===== config.mk =====
export PLATFORM = sky130hd
export DESIGN_NAME = challenge_prober
export DESIGN_NICKNAME = d
export VERILOG_FILES = /design/src/rtl/challenge_prober.sv
export SDC_FILE = /design/constraint.sdc
export NUM_CORES = 1
export LEC_CHECK = 0
export BUFFER_PORTS_ARGS = -buffer_cell sky130_fd_sc_hd__buf_4
export CORE_MARGIN = 10
export CORE_UTILIZATION = 25
export DETAILED_ROUTE_END_ITERATION = 10
export GPL_ROUTABILITY_DRIVEN = 0
export SLEW_MARGIN = 20
export SYNTH_ARGS = -nofsm -noshare
export SYNTH_HDL_FRONTEND = slang
export SYNTH_SLANG_ARGS = --single-unit

===== constraint.sdc =====
create_clock -name i_clk -period 1.6 [get_ports i_clk]
set_input_delay 0.24 -clock i_clk [delete_from_list [all_inputs] [get_ports i_clk]]
set_output_delay 0.24 -clock i_clk [all_outputs]
set_load 0.01 [all_outputs]

===== src/rtl/challenge_prober.sv =====
// challenge_prober: drives one step-up/step-down probe into the analog
// challenge cell and times its synchronised response in clk cycles.
module challenge_prober #(
    parameter int CNT_W       = 16,
    parameter int TIMEOUT     = 1000,
    parameter int SYNC_STAGES = 2,
    parameter int RESP_INV    = 0
) (
    input  logic             i_clk,
    input  logic             i_rst,
    input  logic             i_start,
    output logic             o_busy,
    output logic             o_stim_out,
    input  logic             i_resp_in,
    output logic [CNT_W-1:0] o_rise_lat,
    output logic [CNT_W-1:0] o_fall_lat,
    output logic             o_timed_out,
    output logic             o_result_valid,
    input  logic             i_result_ready
);

    typedef enum logic [2:0] {
        S_IDLE,
        S_SETTLE,
        S_RISE,
        S_FALL,
        S_DONE
    } state_t;

    localparam logic             LP_INV  = (RESP_INV != 0);
    localparam logic [CNT_W-1:0] LP_LAST = CNT_W'(TIMEOUT - 1);
    localparam logic [CNT_W-1:0] LP_TMO  = CNT_W'(TIMEOUT);

    state_t                 r_state;
    logic [CNT_W-1:0]       r_cnt;
    logic [SYNC_STAGES-1:0] r_sync;
    logic                   r_busy;
    logic                   r_stim;
    logic                   r_valid;
    logic                   r_timed_out;
    logic [CNT_W-1:0]       r_rise_lat;
    logic [CNT_W-1:0]       r_fall_lat;
    logic                   w_resp_s;

    // Bring the asynchronous cell response into the clk domain
    always_ff @(posedge i_clk) begin
        if (i_rst) begin
            r_sync <= '0;
        end else begin
            r_sync <= {r_sync[SYNC_STAGES-2:0], i_resp_in};
        end
    end

    assign w_resp_s = r_sync[SYNC_STAGES-1] ^ LP_INV;

    // Probe sequencer: every output is registered and set on the transition
    // into the state that owns it, so each state sees its values from cycle 0
    always_ff @(posedge i_clk) begin
        if (i_rst) begin
            r_state     <= S_IDLE;
            r_cnt       <= '0;
            r_busy      <= 1'b0;
            r_stim      <= 1'b0;
            r_valid     <= 1'b0;
            r_timed_out <= 1'b0;
            r_rise_lat  <= '0;
            r_fall_lat  <= '0;
        end else begin
            case (r_state)
                S_IDLE: begin
                    if (i_start) begin
                        r_state <= S_SETTLE;
                        r_cnt   <= '0;
                        r_busy  <= 1'b1;
                    end
                end
                S_SETTLE: begin
                    if (!w_resp_s) begin
                        r_state <= S_RISE;
                        r_cnt   <= '0;
                        r_stim  <= 1'b1;
                    end else if (r_cnt == LP_LAST) begin
                        r_state     <= S_DONE;
                        r_cnt       <= '0;
                        r_valid     <= 1'b1;
                        r_timed_out <= 1'b1;
                        r_rise_lat  <= '0;
                        r_fall_lat  <= '0;
                    end else begin
                        r_cnt <= r_cnt + 1'b1;
                    end
                end
                S_RISE: begin
                    if (w_resp_s) begin
                        r_state    <= S_FALL;
                        r_cnt      <= '0;
                        r_stim     <= 1'b0;
                        r_rise_lat <= r_cnt;
                    end else if (r_cnt == LP_LAST) begin
                        r_state     <= S_DONE;
                        r_cnt       <= '0;
                        r_stim      <= 1'b0;
                        r_valid     <= 1'b1;
                        r_timed_out <= 1'b1;
                        r_rise_lat  <= LP_TMO;
                        r_fall_lat  <= '0;
                    end else begin
                        r_cnt <= r_cnt + 1'b1;
                    end
                end
                S_FALL: begin
                    if (!w_resp_s) begin
                        r_state     <= S_DONE;
                        r_cnt       <= '0;
                        r_valid     <= 1'b1;
                        r_timed_out <= 1'b0;
                        r_fall_lat  <= r_cnt;
                    end else if (r_cnt == LP_LAST) begin
                        r_state     <= S_DONE;
                        r_cnt       <= '0;
                        r_valid     <= 1'b1;
                        r_timed_out <= 1'b1;
                        r_fall_lat  <= LP_TMO;
                    end else begin
                        r_cnt <= r_cnt + 1'b1;
                    end
                end
                S_DONE: begin
                    if (i_result_ready) begin
                        r_state <= S_IDLE;
                        r_cnt   <= '0;
                        r_valid <= 1'b0;
                        r_busy  <= 1'b0;
                    end
                end
                default: begin
                    r_state <= S_IDLE;
                    r_cnt   <= '0;
                    r_busy  <= 1'b0;
                    r_stim  <= 1'b0;
                    r_valid <= 1'b0;
                end
            endcase
        end
    end

    assign o_busy         = r_busy;
    assign o_stim_out     = r_stim;
    assign o_result_valid = r_valid;
    assign o_timed_out    = r_timed_out;
    assign o_rise_lat     = r_rise_lat;
    assign o_fall_lat     = r_fall_lat;

endmodule

==> key figures, run 1 <==
Clock tree
  • # H-tree levels: 3
  • TritonCTS Buffers: 9
  • CTS Root Cell: clkbuf_8
  • Clk_lat worst skew: 0.34 ns
  • Clock sinks: between 50 and 60
  • CTS max path bufs: 2
  • CTS hold repair buffers: 0
  • Reg clk slew, reported paths: approximately 0.060 ns
  • CTS tree: yes

Floorplanning
  • Initial Utilization: about a quarter
  • Die ar.: 15500 um2
  • Die H: about 120 um
  • Core area: around 11000 um2
  • Chip Width: 124 um
  • Row Count: 38
  • I/O pins: 41

Timing
  • Final hold viol count: 0
  • Period minus WS final: around 1.6 ns
  • Fmax: roughly 0.63 GHz
  • Worst slew pin tran: 0.340 ns
  • Slew Viols, Final: 0
  • RSZ-0062 raised after global routing: true
  • Min setup slack post-route: 0.0121 ns
  • Slew margin rel.: approximately 77%
  • Setup violators final: 0
  • Period utilisation layout: approximately 99%
  • Worst clock skew: a little over 0.008 ns

Yosys
  • Netlist Area Pre-Place: ~2700 um2
  • Share of flip-flops with an asynchronous set or reset: 0%
  • Synth Area per Inst: 8.47 um2
  • Synthesis-stage register bit count: 57
  • Mapped Nets: 328
  • Syn Inst Count: ~320
  • Distinct cell type count after synthesis: 51
  • EDFF count, synth: 0
  • Synth Warn #: 0
  • Prevailing post-synth register cell: dfxtp_1
  • Post-synthesis sequential area ratio: 41.8%

GRT
  • Largest net degree at the start of global routing: 24
  • First-pass GRT wire length: roughly 14 mm
  • Initial antenna violation count: 0
  • Total grt overflow: 0
  • GR Util All Layers: a little over a tenth
  • Vias in the first global route: ~2600

Power and ir drop
  • VDD IR max: 0.000307 V
  • Total chip power: around 2900 uW
  • Leakage: ~0.0014 uW
  • Cell area power density: around 760 nW/um2

Detailed routing
  • WL met3: approximately 530 um
  • Metal2 WL: between 3 and 4 mm
  • Vias: about 2800
  • Initial DRC count: approximately 170
  • Vias/cell: a little over 5
  • DRC errors left: 0
  • Avg WL per Cell: around 15 um
  • Drt total wl: around 8.4 mm
  • Met1 Routed Length: 3.90 mm
  • Antenna Nets Post-Route: 0
  • Drt first pass iters: 5
  • Top Metal Used: met4

Finish
  • Layout cells sized above 1: between 30 and 40%
  • Area Overhead vs Synth: 40.1%
  • Utilization after layout: a little over a third
  • Sequential cell area: approximately 1200 um2
  • Most frequent cells in the layout: buf_4, dfxtp_1, nand2_1
  • Antenna Cells: 0
  • Final Net Count: around 400
  • Fin area: 3820 um2
  • Filler Cell Count: approximately 1100
  • Footprint of the multi-input gates: ~1400 um2
  • Commonest non-fill, non-tap cell in the layout: buf_4

Run status
  • Outcome: finished, final reports clean

Place
  • DP Area: between 3000 and 4000 um2
  • Dpl ws: -0.0664 ns
  • I/O Buffers: 40
  • HPWL after detailed placement: between 6 and 7 mm

Worst setup path
  • Worst Setup Start Kind: flip-flop
  • Critical path class: reg -> reg
  • CP Capture Type: flip-flop
  • Critical Path RT: 1.89 ns
  • Worst Path Max Fanout: 7
  • Arr. time, crit path: between 1.5 and 2 ns

Worst hold path
  • Worst hold path type: in -> reg

Flow run
  • Maxcap violations: 0
## path summary, 6_finish.rpt
check	from	to	slack [ns]	depth (start not counted)
worst max-delay path	r_cnt[1]$_SDFFE_PP0P_	o_timed_out$_SDFFE_PP0P_	0.01	8
worst min-delay path	i_result_ready	r_state[2]$_SDFFE_PP0P_	0.11	2
worst max register to register	r_cnt[1]$_SDFFE_PP0P_	o_timed_out$_SDFFE_PP0P_	0.01	8
worst min register to register	r_sync[0]$_SDFF_PP0_	r_sync[1]$_SDFF_PP0_	0.45	1
## sequential cells by signal (all words and copies together) (netlist names)
register,flops
o_fall_lat,16
o_busy,1
o_stim_out,1
r_state,3
o_rise_lat,16
r_cnt,16
o_timed_out,1
r_sync,2
o_result_valid,1
## logic make-up after synthesis
group / after synthesis / synth area share [%]
flip-flops: 57 / 41.8
AO/OA/AOI/OAI: 85 / 22.6
AND/OR/NAND/NOR: 116 / 23.8
buffers and inverters: 56 / 8.76
multiplexers: 7 / 2.57
adder cells (fa/ha/maj): 1 / 0.458
## area by class of cell
class                           instances  area share, %
Tap cell                              140           4.58
Timing Repair Buffer                  102           21.1
Sequential cell                        57           30.3
Clock inverter                          1          0.131
Multi-Input combinational cell        209           37.6
Inverter                               26           2.55
Clock buffer                           12           3.80
## through the flow
| step | hold slack, ns | setup TNS [ns] | cells |
|---|---|---|---|
| 2_1_floorplan | 0.341 | 0 | 322 |
| 3_3_place_gp | 0.429 | -0.238 | 531 |
| 3_5_place_dp | 0.425 | -0.816 | 531 |
| 4_1_cts | 0.0949 | -0.199 | 547 |
| 5_1_grt | 0.100 | -2.05 | 547 |
| 6_report | 0.111 | 0 | 547 |
## synthesized netlist by cell type, drive strengths merged (2+ instances only)
master | number | area share, %
o21a | 2 | 0.55
or4 | 4 | 1.1
nor4b | 2 | 1.2
dfxtp | 57 | 42
a31oi | 15 | 3.4
buf | 14 | 2.9
o311ai | 2 | 0.64
nor2b | 5 | 1.1
nand3 | 18 | 3.3
nand2b | 2 | 0.46
nand4b | 2 | 0.64
nand3b | 2 | 0.55
mux2i | 7 | 2.6
nand4bb | 2 | 0.83
a32oi | 2 | 0.64
nand2 | 36 | 5.0
nor3 | 8 | 1.5
a21o | 2 | 0.55
o211a | 2 | 0.73
nor2 | 11 | 1.5
a21oi | 9 | 1.8
clkbuf | 16 | 2.3
and4 | 3 | 1.1
nand4 | 12 | 3.2
nor4 | 4 | 0.92
o32ai | 20 | 6.4
o21ai | 12 | 2.3
o211ai | 6 | 1.7
inv | 26 | 3.6
a22oi | 6 | 1.7
o31a | 2 | 0.64
## metal layers
layer,up-vias,track usage (%)
met5,-,0
met4,0,4.11
met3,6,3.91
met2,72,15.7
met1,1311,13.7
li1,1366,-
## where the power goes
| part | total, uW | switching [uW] | internal [uW] |
|---|---|---|---|
| Sequential | 1450 | 11.5 | 1440 |
| Clock | 1100 | 525 | 575 |
| Combinational | 346 | 199 | 147 |
| Total | 2900 | 736 | 2160 |
## timing repair
action,CTS,global route
hold endpoints to repair,0,0
cloned,1,0
gates resized for setup,5,22
setup buffers,2,0
pin swaps,3,4
setup endpoints to repair,24,40
## critical path: stages, from the launching register on
cell	delay, ns
dfxtp_4	0.36
ha_4	0.14
nor4b_4	0.20
nand4_2	0.15
buf_4	0.17
buf_4	0.12
buf_4	0.15
nor2_1	0.10
o211a_1	0.13
Note: power is estimated with default switching activity, not from simulation.
==> inputs of run 2 (changes only) <==
--- a/config.mk
+++ b/config.mk
@@ -6,10 +6,13 @@
 export NUM_CORES = 1
 export LEC_CHECK = 0
 export BUFFER_PORTS_ARGS = -buffer_cell sky130_fd_sc_hd__buf_4
+export CAP_MARGIN = 20
 export CORE_MARGIN = 10
 export CORE_UTILIZATION = 25
+export CTS_CLUSTER_SIZE = 30
 export DETAILED_ROUTE_END_ITERATION = 10
 export GPL_ROUTABILITY_DRIVEN = 0
+export SETUP_SLACK_MARGIN = 0.3
 export SLEW_MARGIN = 20
 export SYNTH_ARGS = -nofsm -noshare
 export SYNTH_HDL_FRONTEND = slang
==> run 2 against run 1 <==
Net effect: the flow now finishes with violations (setup timing); fmax fell by 1.9%; first-iteration DRC count fell by 14%; non-clock buffer count rose by 6; register-to-register slack got worse by 0.03 ns; wire length rose by 1.4%.
==> key figures, run 2 (synthesized netlist as in run 1, its figures left out) <==
Timing
  • Worst clock skew: 0.00690 ns (-0.00124 ns)
  • Setup violators final: 5 (+5)
  • Min setup slack post-route: -0.0193 ns (-0.0313 ns)
  • Final hold viol count: 0 (unchanged)
  • TNS Setup: -0.0643 ns (-0.0643 ns)
  • Period minus WS final: 1.62 ns (+0.0313 ns)
  • Period utilisation layout: 101% (+2.0 points)
  • Fmax: 0.618 GHz (-1.9%)
  • Slew Viols, Final: 0 (unchanged)
  • RSZ-0062 raised after global routing: true
  • Worst slew pin tran: 0.361 ns (+0.0204 ns)
  • Slew margin rel.: 76.0% (-1.1 points)

Place
  • Placed Cells: 528 (-0.56%)
  • HPWL after detailed placement: 6.27 mm (+1.3%)
  • DP Area: 3590 um2 (+1.0%)
  • Dpl ws: -0.0731 ns (-0.00670 ns)
  • I/O Buffers: 40 (unchanged)

GRT
  • Total grt overflow: 0 (unchanged)
  • Initial antenna violation count: 0 (unchanged)
  • Vias in the first global route: 2808 (+8.2%)
  • GR Util All Layers: 11.0% (+0.34 points)
  • First-pass GRT wire length: 14.2 mm (+3.5%)
  • Largest net degree at the start of global routing: 29 (+21%)

Power and ir drop
  • Cell area power density: 878 nW/um2 (+16%)
  • VDD IR max: 0.000339 V (+10%)
  • Leakage: 0.00149 uW (+8.8%)

Detailed routing
  • Drt total wl: 8.50 mm (+1.4%)
  • Avg WL per Cell: 15.3 um (-0.23%)
  • Vias: 2751 (-0.15%)
  • Vias/cell: 4.95 (-1.8%)
  • Drt first pass iters: 4 (-1)
  • Initial DRC count: 149 (-14%)
  • Antenna Nets Post-Route: 0 (unchanged)
  • DRC errors left: 0 (unchanged)

Finish
  • Area Overhead vs Synth: 51.4%
  • Post-layout instance count excluding filler cells: 556 (+1.6%)
  • Most frequent cells in the layout: buf_4, dfxtp_1, nand2_1
  • Commonest non-fill, non-tap cell in the layout: buf_4
  • Antenna Cells: 0 (unchanged)
  • Layout cells sized above 1: 40.1% (+5.5 points)
  • Fin area: 4130 um2 (+8.1%)
  • Final Net Count: 417 (+1.5%)

Floorplanning
  • Chip Width: 124 um (unchanged)
  • Core area: 10700 um2 (unchanged)
  • Die ar.: 15500 um2 (unchanged)
  • Row Count: 38 (unchanged)
  • I/O pins: 41 (unchanged)
  • Initial Utilization: 25.4% (unchanged)
  • Die H: 124 um (unchanged)

Worst setup path
  • CP max stage delay: 0.36 ns (about the same)
  • Worst Setup Start Kind: flip-flop
  • Critical Path RT: 1.81 ns (-0.08 ns)
  • Worst Path Max Fanout: 10 (+3)
  • CP bufs+invs: 3 (unchanged)
  • Register-to-register setup slack: -0.02 ns (-0.03 ns)
  • Critical path's top delay family: simple AND/OR/NAND/NOR gates
  • CP Capture Type: flip-flop
  • CP max-delay cell: dfxtp_4
  • Most used cell, CP: buf_4
  • Critical path class: reg -> reg
  • Crit-path cells: ha_4, nor4b_4, nand4_2, buf_4, buf_6, buf_4, nand4_1, o311ai_1
  • Arr. time, crit path: 1.82 ns (-0.05 ns)

Clock tree
  • Clk_lat worst skew: 0.34 ns (about the same)
  • Reg clk slew, reported paths: 0.06 ns (about the same)
  • Clock sinks: 57 (unchanged)
  • CTS tree: yes
  • CTS Root Cell: clkbuf_8
  • CTS hold repair buffers: 0 (unchanged)
  • # H-tree levels: 3 (unchanged)
  • CTS max path bufs: 2 (unchanged)
  • TritonCTS Buffers: 9 (unchanged)

Worst hold path
  • Worst hold path type: in -> reg

Flow run
  • Maxcap violations: 0 (unchanged)

Run status
  • Outcome: finished with violations
  • Failing checks: setup timing
==> run 2: cell types whose count changed in the layout (fill, tap and decap cells not counted), moves of 3 or more <==
cell | previous run | this run
buf_6 | 4 | 10
dfxtp_1 | 48 | 43
bufinv_16 | 0 | 4
dfxtp_4 | 2 | 6
a31oi_1 | 15 | 12
buf_4 | 96 | 93
nand3_1 | 18 | 15
nand3_2 | 0 | 3
==> run 2: path summary, 6_finish.rpt <==
kind	from	cells past startpoint	to
worst max-delay path	r_cnt[1]$_SDFFE_PP0P_	8	r_cnt[13]$_SDFFE_PP0P_
worst min-delay path	i_resp_in	2	r_sync[0]$_SDFF_PP0_
worst max register to register	r_cnt[1]$_SDFFE_PP0P_	8	r_cnt[13]$_SDFFE_PP0P_
worst min register to register	r_sync[0]$_SDFF_PP0_	1	r_sync[1]$_SDFF_PP0_
==> run 2: final cells by class <==
cell class | count | area, um2
Timing Repair Buffer | 108 | 906
Sequential cell | 57 | 1170
Multi-Input combinational cell | 209 | 1520
Fill cell | 1094 | 6610
Clock inverter | 6 | 130
Inverter | 26 | 97.6
Clock buffer | 10 | 128
Tap cell | 140 | 175
==> run 2: metal layers <==
layer  GRT usage (%)  wire length (um)  part of all wire, %  vias up
met5               0                 0                    0        -
met4            3.70               104                  1.2        0
met3            3.66               484                  5.7        8
met2            17.0              3870                   46       68
met1            13.9              4030                   47     1297
li1                -                 -                    -     1378
==> run 2: stage by stage <==
step	total power, uW	hold slack (ns)	utilization, %
2_1_floorplan	1710	0.341	-
6_report	3630	0.118	38.4
4_1_cts	3660	0.102	37.6
5_1_grt	3770	0.122	38.4
3_5_place_dp	1820	0.447	33.4
3_3_place_gp	1820	0.428	33.4
==> run 2: what timing repair did <==
action,4_1_cts,5_1_grt
gates cloned,1,0
endpoints found under the hold margin,0,0
gates resized for setup,34,15
buffers inserted,8,3
pin swaps,7,13
endpoints found under the setup margin,55,55
==> run 2: where the power goes <==
part	internal [uW]	switching, uW
combinational	196	228
clock	1190	566
sequential	1430	14.6
total	2820	808
==> inputs of run 3 (changes only) <==
--- a/config.mk
+++ b/config.mk
@@ -5,9 +5,10 @@
 export SDC_FILE = /design/constraint.sdc
 export NUM_CORES = 1
 export LEC_CHECK = 0
+export ABC_CLOCK_PERIOD_IN_PS = 1600
 export BUFFER_PORTS_ARGS = -buffer_cell sky130_fd_sc_hd__buf_4
 export CAP_MARGIN = 20
-export CORE_MARGIN = 10
+export CORE_MARGIN = 3
 export CORE_UTILIZATION = 25
 export CTS_CLUSTER_SIZE = 30
 export DETAILED_ROUTE_END_ITERATION = 10
==> constraint.sdc (replaced) <==
create_clock -name i_clk -period 1.6 [get_ports i_clk]
set_input_delay 0.16 -clock i_clk [delete_from_list [all_inputs] [get_ports i_clk]]
set_output_delay 0.16 -clock i_clk [all_outputs]
set_load 0.01 [all_outputs]
==> run 3 against run 2 <==
Net effect: the flow still finishes with violations (setup timing); non-clock buffer count up 8; clock power down 8%; fmax is 0.40% lower; via count increased by 5.2%; global-route usage grew 2.8 points; clock skew grew 0.0026 ns; final cell count grew 0.72%; wire length up 5.0%; sequential power about the same; setup slack got worse by 0.0064 ns; register-to-register slack is essentially flat; critical path type unchanged; largest cell class unchanged.
==> key figures, run 3 (synthesized netlist as in run 1, its figures left out) <==
Worst setup path
  • CP max-delay cell: or3b_4
  • Critical path class: reg -> reg
  • CP max stage delay: 0.38 ns (+0.02 ns)
  • Arr. time, crit path: 1.89 ns (+0.07 ns)
  • RR Startpoint: r_state[0]$_SDFFE_PP0P_
  • Crit-path cells: or3b_4, a21oi_4, buf_12, buf_8, buf_4, a31oi_2, a211oi_2
  • Worst Setup Start Kind: flip-flop
  • R2r endpoint: r_cnt[9]$_SDFFE_PP0P_
  • Worst Path Max Fanout: 5 (-5)
  • Critical Path RT: 1.86 ns (+0.05 ns)
  • CP Capture Type: flip-flop
  • Register-to-register setup slack: -0.03 ns (about the same)
  • Worst R2R Path Depth: 7 (-1)

Clock tree
  • CTS tree: yes
  • Clk_lat worst skew: 0.35 ns (about the same)
  • CTS hold repair buffers: 0 (unchanged)
  • CTS Root Cell: clkbuf_8
  • TritonCTS Buffers: 9 (unchanged)
  • CTS max path bufs: 2 (unchanged)
  • # H-tree levels: 3 (unchanged)
  • Reg clk slew, reported paths: 0.07 ns (about the same)
  • Clock sinks: 57 (unchanged)

Finish
  • Most frequent cells in the layout: buf_4, dfxtp_1, nand2_1
  • Area Overhead vs Synth: 54.4%
  • Post-layout instance count excluding filler cells: 560 (+0.72%)
  • Utilization after layout: 40.3% (+1.8 points)
  • Final Net Count: 425 (+1.9%)
  • Fin area: 4210 um2 (+2.0%)
  • Antenna Cells: 0 (unchanged)
  • Commonest non-fill, non-tap cell in the layout: buf_4
  • Layout cells sized above 1: 42.9% (+2.8 points)

Detailed routing
  • Vias: 2893 (+5.2%)
  • Drt total wl: 8.92 mm (+5.0%)
  • Vias/cell: 5.17 (+4.4%)
  • Initial DRC count: 241 (+62%)
  • Drt first pass iters: 5 (+1)
  • DRC errors left: 0 (unchanged)
  • Avg WL per Cell: 15.9 um (+4.3%)
  • Antenna Nets Post-Route: 0 (unchanged)

Power and ir drop
  • Cell area power density: 833 nW/um2 (-5.1%)
  • Leakage: 0.00157 uW (+4.8%)
  • VDD IR max: 0.000396 V (+17%)

GRT
  • GRT met1 Usage: 18.8% (+4.8 points)
  • First-pass GRT wire length: 13.8 mm (-3.0%)
  • Largest net degree at the start of global routing: 22 (-24%)
  • Global Route met3 Usage: 4.00% (+0.34 points)
  • GR Util All Layers: 13.8% (+2.8 points)
  • Total grt overflow: 0 (unchanged)
  • Vias in the first global route: 2673 (-4.8%)
  • Met2 usage: 20.3% (+3.4 points)
  • GRT busiest layer: met2
  • Initial antenna violation count: 0 (unchanged)

Floorplanning
  • Row Count: 37 (-2.6%)
  • Chip Width: 110 um (-11%)
  • Initial Utilization: 26.1% (+0.69 points)
  • I/O pins: 41 (unchanged)
  • Core area: 10500 um2 (-2.6%)
  • Die H: 110 um (-11%)
  • Die ar.: 12200 um2 (-21%)

Timing
  • Period utilisation layout: 102% (+0.40 points)
  • Min setup slack post-route: -0.0257 ns (-0.00643 ns)
  • Worst clock skew: 0.00950 ns (+0.00260 ns)
  • Slew margin rel.: 75.0% (-0.98 points)
  • Final hold viol count: 0 (unchanged)
  • Worst slew pin tran: 0.375 ns (+0.0143 ns)
  • Slew Viols, Final: 0 (unchanged)
  • RSZ-0062 raised after global routing: true
  • Setup violators final: 2 (-3)
  • Period minus WS final: 1.63 ns (+0.00643 ns)
  • Fmax: 0.615 GHz (-0.40%)

Place
  • DP Area: 3580 um2 (-0.49%)
  • I/O Buffers: 40 (unchanged)
  • HPWL after detailed placement: 6.06 mm (-3.4%)
  • Dpl ws: -0.0359 ns (+0.0372 ns)
  • Placed Cells: 524 (-0.76%)

Run status
  • Failing checks: setup timing
  • Outcome: finished with violations

Flow run
  • Maxcap violations: 0 (unchanged)

Worst hold path
  • Hold endpoint: r_sync[0]$_SDFF_PP0_
  • Worst hold path type: in -> reg
  • Worst Min Path Start: i_resp_in
  • Hold-critical path depth: 2 (unchanged)
## run 3: layout make-up
class                   count  area [um2]
clock inverters             4        72.6
flip-flops and latches     57        1180
fillers                  1024        6250
well taps                 136         170
repair buffers            116         972
inverters                  26        97.6
multi-input cells         209        1560
clock buffers              12         166
## run 3: where the power goes
part	total (uW)	switching (uW)	leakage, uW	internal, uW
Clock	1610	602	0.000118	1010
Sequential	1450	15.7	0.000470	1430
Combinational	446	240	0.000979	206
Total	3510	858	0.00157	2650
## run 3: critical path: cells and delay by family, from the launching register on
kind / cells / cell delay (ns)
and+or+nand+nor: 1 / 0.38
DFF: 1 / 0.36
buffers and inverters: 3 / 0.37
AOI/OAI and AO/OA: 3 / 0.42
## run 3: repair_timing
item | in CTS | in global routing
setup buffers | 8 | 12
pin swaps | 9 | 20
setup endpoints to repair | 55 | 55
resized for setup | 32 | 35
hold endpoints to repair | 0 | 0
## run 3: metal layers
layer / vias up / part of all wire (%)
li1: 1395 / -
met1: 1372 / 46
met2: 101 / 44
met3: 25 / 7.0
met4: 0 / 3.1
met5: - / 0
## run 3: worst max-delay path by stage
| stage | start | endpoint | slack [ns] | cells after the start |
|---|---|---|---|---|
| after floorplan | r_cnt[1]$_SDFFE_PP0P_ | o_rise_lat[3]$_SDFFE_PP0P_ | 0.01 | 6 |
| after detailed placement | r_cnt[1]$_SDFFE_PP0P_ | o_fall_lat[5]$_SDFFE_PP0P_ | -0.04 | 5 |
| final | r_state[0]$_SDFFE_PP0P_ | r_cnt[9]$_SDFFE_PP0P_ | -0.03 | 7 |
| after global placement | r_cnt[8]$_SDFFE_PP0P_ | r_cnt[11]$_SDFFE_PP0P_ | -0.03 | 4 |
| after CTS | r_cnt[1]$_SDFFE_PP0P_ | o_fall_lat[3]$_SDFFE_PP0P_ | 0.02 | 5 |
| after global routing | r_cnt[1]$_SDFFE_PP0P_ | o_fall_lat[3]$_SDFFE_PP0P_ | -0.08 | 5 |
## run 3: per-stage QoR
stage	hold WS [ns]	TNS, ns	power (uW)
global placement	0.367	-0.0493	1820
detailed placement	0.380	-0.141	1830
floorplan	0.261	0	1710
global route	0.0439	-0.714	3640
CTS	0.0125	0	3460
finish	0.0287	-0.0458	3510
